File: config.mk
export PLATFORM = sky130hd
export DESIGN_NAME = mem_verify_reader
export DESIGN_NICKNAME = d
export VERILOG_FILES = /design/src/rtl/mem_demo_pkg.sv /design/src/rtl/mem_err_tracker.sv /design/src/rtl/mem_verify_reader.sv
export SDC_FILE = /design/constraint.sdc
export NUM_CORES = 1
export LEC_CHECK = 0
export CAP_MARGIN = 20
export CELL_PAD_IN_SITES_DETAIL_PLACEMENT = 1
export CELL_PAD_IN_SITES_GLOBAL_PLACEMENT = 1
export CORE_ASPECT_RATIO = 1.4
export CORE_UTILIZATION = 40
export CTS_BUF_LIST = sky130_fd_sc_hd__clkbuf_4
export CTS_CLUSTER_SIZE = 28
export DETAILED_ROUTE_END_ITERATION = 8
export GPL_TIMING_DRIVEN = 0
export PLACE_DENSITY_LB_ADDON = 0.12
export SETUP_SLACK_MARGIN = 0.05
export SLEW_MARGIN = 20
export SYNTH_ARGS = -nofsm -noshare
export SYNTH_HDL_FRONTEND = slang
export SYNTH_SLANG_ARGS = --single-unit
File: constraint.sdc
create_clock -name clk -period 2.1 [get_ports clk]
set_clock_uncertainty 0.1 [all_clocks]
set_input_delay 0.42 -clock clk [delete_from_list [all_inputs] [get_ports clk]]
set_output_delay 0.42 -clock clk [all_outputs]
set_load 0.02 [all_outputs]
File: src/rtl/mem_demo_pkg.sv
// Shared definitions for the on-board memory demo (pattern writer and read-back checker).
//   ADDR_W_DEF / DATA_W_DEF : default memory geometry
//   state_t                 : reader sweep states
//   expected_word()         : deterministic pattern stored at each address; the writer
//                             and the reader both call it so the two cannot diverge
package mem_demo_pkg;

    localparam int unsigned ADDR_W_DEF = 10;
    localparam int unsigned DATA_W_DEF = 16;

    typedef enum logic [1:0] {
        ST_IDLE  = 2'd0,
        ST_SCAN  = 2'd1,
        ST_DRAIN = 2'd2,
        ST_DONE  = 2'd3
    } state_t;

    // Pattern = zero-extended address XOR seed; callers truncate to their data width.
    function automatic logic [31:0] expected_word(input logic [31:0] addr,
                                                  input logic [31:0] seed);
        return addr ^ seed;
    endfunction

endpackage

File: src/rtl/mem_err_tracker.sv
// Mismatch bookkeeping for the read-back checker.
//   clk, reset_n   : clock, async active-low reset
//   clear          : start of a new sweep, zeroes both results
//   cmp_valid      : a compare is being retired this cycle
//   cmp_addr       : address of the word being compared
//   mismatch       : the compared word differed from the pattern
//   err_count      : mismatches seen in the last/current sweep
//   first_err_addr : address of the first mismatch, 0 if none
module mem_err_tracker #(
    parameter int unsigned ADDR_W = 10
) (
    input  logic              clk,
    input  logic              reset_n,
    input  logic              clear,
    input  logic              cmp_valid,
    input  logic [ADDR_W-1:0] cmp_addr,
    input  logic              mismatch,
    output logic [ADDR_W:0]   err_count,
    output logic [ADDR_W-1:0] first_err_addr
);

    always_ff @(posedge clk or negedge reset_n) begin
        if (!reset_n) begin
            err_count      <= '0;
            first_err_addr <= '0;
        end else if (clear) begin
            err_count      <= '0;
            first_err_addr <= '0;
        end else if (cmp_valid && mismatch) begin
            // At most 2^ADDR_W compares per sweep, so ADDR_W+1 bits never overflow.
            err_count <= err_count + (ADDR_W+1)'(1);
            if (err_count == '0) begin
                first_err_addr <= cmp_addr;
            end
        end
    end

endmodule

File: src/rtl/mem_verify_reader.sv
// Read-back checker: sweeps BASE..BASE+DEPTH-1 (mod 2^ADDR_W) through a synchronous
// 1-cycle-latency memory read port and compares each word with expected_word().
//   clk, reset_n   : clock, async active-low reset
//   start, abort   : begin a sweep from IDLE/DONE / cancel an active sweep
//   addr, wr_en    : memory read address, write enable (always 0)
//   rd_data        : memory read data, valid one cycle after addr is registered
//   busy, done     : sweep active / sweep completed (held until next start)
//   pass           : done with zero mismatches
//   err_count      : mismatches in the last/current sweep
//   first_err_addr : address of the first mismatch, 0 if none
module mem_verify_reader
    import mem_demo_pkg::*;
#(
    parameter int unsigned     ADDR_W = ADDR_W_DEF,
    parameter int unsigned     DATA_W = DATA_W_DEF,
    parameter int unsigned     BASE   = 0,
    parameter int unsigned     DEPTH  = 1024,
    parameter logic [DATA_W-1:0] SEED = '0
) (
    input  logic              clk,
    input  logic              reset_n,
    input  logic              start,
    input  logic              abort,
    output logic [ADDR_W-1:0] addr,
    output logic              wr_en,
    input  logic [DATA_W-1:0] rd_data,
    output logic              busy,
    output logic              done,
    output logic              pass,
    output logic [ADDR_W:0]   err_count,
    output logic [ADDR_W-1:0] first_err_addr
);

    localparam logic [ADDR_W-1:0] BASE_A   = ADDR_W'(BASE);
    localparam logic [ADDR_W-1:0] LAST_CNT = ADDR_W'(DEPTH - 1);

    state_t            state, state_nx;
    logic [ADDR_W-1:0] cnt;
    logic              rd_valid;   // a read issued last cycle returns on rd_data now
    logic [ADDR_W-1:0] rd_addr;    // address of that read
    logic              start_ok;
    logic              cmp_valid;
    logic              mismatch;
    logic [DATA_W-1:0] exp_data;

    assign wr_en    = 1'b0;
    assign start_ok = (state == ST_IDLE || state == ST_DONE) && start && !abort;

    // State register
    always_ff @(posedge clk or negedge reset_n) begin
        if (!reset_n) begin
            state <= ST_IDLE;
        end else begin
            state <= state_nx;
        end
    end

    // Next-state logic
    always_comb begin
        state_nx = state;
        unique case (state)
            ST_IDLE, ST_DONE: if (start_ok) state_nx = ST_SCAN;
            ST_SCAN: begin
                if (abort)                 state_nx = ST_IDLE;
                else if (cnt == LAST_CNT)  state_nx = ST_DRAIN;
            end
            ST_DRAIN: begin
                // Last compare retires on the edge where rd_valid is still set.
                if (abort)                 state_nx = ST_IDLE;
                else if (!rd_valid)        state_nx = ST_DONE;
            end
            default:                       state_nx = ST_IDLE;
        endcase
    end

    // Outputs
    always_comb begin
        busy = (state == ST_SCAN) || (state == ST_DRAIN);
        done = (state == ST_DONE);
        pass = (state == ST_DONE) && (err_count == '0);
    end

    // Address counter and in-flight read tracking
    always_ff @(posedge clk or negedge reset_n) begin
        if (!reset_n) begin
            addr     <= '0;
            cnt      <= '0;
            rd_valid <= 1'b0;
            rd_addr  <= '0;
        end else begin
            rd_valid <= (state == ST_SCAN) && !abort;
            rd_addr  <= addr;
            if (start_ok) begin
                addr <= BASE_A;
                cnt  <= '0;
            end else if (state == ST_SCAN && !abort && cnt != LAST_CNT) begin
                addr <= addr + ADDR_W'(1);   // natural wrap past the top address
                cnt  <= cnt + ADDR_W'(1);
            end
        end
    end

    assign exp_data  = DATA_W'(expected_word(32'(rd_addr), 32'(SEED)));
    assign mismatch  = (rd_data != exp_data);
    // An abort discards the compare that would otherwise retire on the same edge.
    assign cmp_valid = rd_valid && !abort;

    mem_err_tracker #(
        .ADDR_W(ADDR_W)
    ) u_tracker (
        .clk            (clk),
        .reset_n        (reset_n),
        .clear          (start_ok),
        .cmp_valid      (cmp_valid),
        .cmp_addr       (rd_addr),
        .mismatch       (mismatch),
        .err_count      (err_count),
        .first_err_addr (first_err_addr)
    );

endmodule

==> results.md <==
- Final hold vios: 0
- RSZ-0062 raised after global routing: true
- Adder-cell share of the synthesized area: 3.396%
- Synth async-reset ratio: 100.0%
- Die Ht: 97.01 um
- Initial cell density of the core: 41.52%
- Area leader, netlist: dfrtp_1
- Relative slew slack: 53.49%
- Synth top area share: 52.40%
- Layout Nets: 355
- CTS clk-pin slew, worst paths: 0.17 ns
- Netlist cell types: 37
- Max Clock Freq: 0.4791 GHz
- CTS tree: yes
- Post-route ant nets: 0
- Outcome: finished clean
- Min-Delay Path Class: flop to flop
- Routed vias/inst: 5.322
- Post-synthesis average cell area: 10.31 um^2
- Worst Tran Pin Value: 0.6976 ns
- Max_cap viols: 0
- Routed WL: 6723 um
- Ys flop type: dfrtp_1
- Routability Congestion: 0.7683
- Synth Area in Simple Gates: 19.26%
- Post-synthesis sequential area ratio: 52.40%
- Highest-count cells in the layout ignoring fill and taps: dfrtp_1, clkdlybuf4s50_1, nor2_1
- CTS H-tree depth: 2
- Finished Cell Area: 3537 um^2
- CTS Buf Count: 5
- # diodes: 0
- Leak: 1.721 nW
- Post-route setup TNS: 0 ns
- Clock buffer depth: 2
- CTS Sinks: 54
- Root buf cell: clkbuf_4
- Number of synthesized flops with an enable pin: 0
- Global route overflow: 0
- Tcrit/Tclk final: 99.39%
- Synth Area in Compound Gates: 8.054%
- Largest net degree at the start of global routing: 55
- Synth Net Count: 277
- Setup crit start kind: flop
- Main combinational cell family by area after synthesis: simple AND/OR/NAND/NOR gates
- Layout cells sized above 1: 19.76%
- Die X-Extent: 69.86 um
- Commonest non-fill, non-tap cell in the layout: dfrtp_1
- Port bufs: 53
- Synth area leaders: dfrtp_1, xnor2_1, nor2_1, mux2i_1, ha_1
- Initial antenna violation count: 0
- Clk Latency, worst-skew pair: 0.38 ns
- Post-synthesis instance total: 250
- Drt first pass iters: 4
- Capturing element type of the critical path: primary output
- Pwr per Cell Area: 864.1 nW/um^2
- Synth-to-Final Area Change: 37.17%
- Ports: 55
- XOR/XNOR Fraction of Synth Area: 8.831%
- Remaining DRCs: 0
- Req. time, crit path: 1.58 ns
- Iteration-0 DRC Markers: 45
- Area of the core: 6211 um^2
- DR vias: 2,134
- Vias in the first global route: 2,311
- Finished Layout Cells: 401
- DP HPWL: 4572 um
- Yosys reg bits: 54
- Critical path type: flop to primary output
- Post-DP Area: 3197 um^2
- Row cnt: 34
- Yosys warns: 0
- Placed cells: 375
- Total Routing Usage GR: 20.58%
- CP Max Fanout: 2
- Setup violators final: 0
- First-pass GRT wire length: 11,140 um
- Die area: 6777 um^2
- Post-DR wirelength/cell: 16.77 um
- Mux cell area share after synthesis: 3.882%
- Max Slew Vio Count: 0
- Final core occ: 56.95%
- Final min period: 2.087 ns
- Crit path arrival time: 1.57 ns
- Peak VDD IR: 0.6276 mV
- Synthesized cell area: 2579 um^2
-- per-stage QoR --
step	power, mW	setup WS [ns]	hold slack (ns)
after global routing	3.244	-0.1027	0.3880
after floorplan	1.875	0.1914	0.02441
after global placement	2.241	-1.208	0.3161
final	3.057	0.01287	0.3686
after detailed placement	2.268	-0.5555	0.3302
after CTS	3.009	-0.03418	0.3686
-- repair_timing --
item,in CTS,in global routing
buffers inserted,10,6
endpoints found under the hold margin,54,0
cloned,0,1
hold buffers,1,0
endpoints found under the setup margin,46,45
resized for setup,31,33
pin swaps,4,6
-- worst max-delay path, cell delays in order (launching register included) --
cell,delay [ns]
dfrtp_2,0.45
nor4_1,0.25
and4b_1,0.24
and2_4,0.15
buf_6,0.11
-- registers in the layout (all words and copies together), names as in the netlist --
signal / flops
u_tracker.err_count: 11
addr: 10
cnt: 10
rd_addr: 10
u_tracker.first_err_addr: 10
state: 2
rd_valid: 1
-- layer usage --
| layer | vias up | wire length, um | global-route usage, % |
|---|---|---|---|
| met4 | 0 | 107 | 6.000 |
| li1 | 1031 | - | - |
| met2 | 34 | 3621 | 37.28 |
| met3 | 10 | 174 | 2.813 |
| met1 | 1059 | 2820 | 25.02 |
| met5 | - | 0 | 0 |
-- kinds of logic after synthesis --
| family | Yosys count |
|---|---|
| adder cells (fa/ha/maj) | 7 |
| other | 1 |
| AND/OR/NAND/NOR | 99 |
| flip-flops | 54 |
| buffers and inverters | 21 |
| multiplexers | 10 |
| XOR/XNOR | 26 |
| AO/OA/AOI/OAI | 32 |
-- final timing paths --
| kind | start | end | slack [ns] | cells past startpoint |
|---|---|---|---|---|
| min | addr[5]$_DFFE_PN0P_ | rd_addr[5]$_DFF_PN0_ | 0.37 | 0 |
| max | u_tracker.err_count[3]$_DFFE_PN0P_ | pass | 0.01 | 4 |
| max in group asynchronous | reset_n | cnt[3]$_DFFE_PN0P_ | 0.90 | 2 |
| max reg2reg | state[1]$_DFFE_PN0P_ | state[1]$_DFFE_PN0P_ | 0.11 | 7 |
| min reg2reg | addr[5]$_DFFE_PN0P_ | rd_addr[5]$_DFF_PN0_ | 0.37 | 0 |
| min in group asynchronous | reset_n | u_tracker.err_count[9]$_DFFE_PN0P_ | 0.50 | 2 |
-- power breakdown --
part	leakage, nW	internal (mW)	switching [mW]
Combinational	0.948	0.529	0.588
Sequential	0.727	1.18	0.144
Clock	0.0462	0.260	0.359
Total	1.72	1.97	1.09
-- Yosys cell counts (2+ instances only) --
library cell,n
or3_1,3
or4_1,6
o31ai_1,6
nand4_1,8
and3_1,2
clkbuf_1,4
buf_4,2
nor2_1,30
buf_6,2
xor2_1,4
dfrtp_1,54
nand3_1,13
nor4_1,5
o211ai_1,2
nor3_1,8
xnor2_1,22
mux2i_1,10
nand2_1,17
buf_2,2
a21oi_1,12
inv_1,11
ha_1,7
o21ai_0,6
-- layout make-up --
cell class | count | area (um^2)
clock buffer | 5 | 37.54
tap | 72 | 90.09
inverter | 11 | 41.29
fill | 690 | 2674
clock inverter | 3 | 47.55
timing repair buffer | 71 | 681.9
sequential | 54 | 1363
buffer | 10 | 68.82
multi-input combinational | 175 | 1207
No activity file was read; power rests on OpenSTA's default activity.
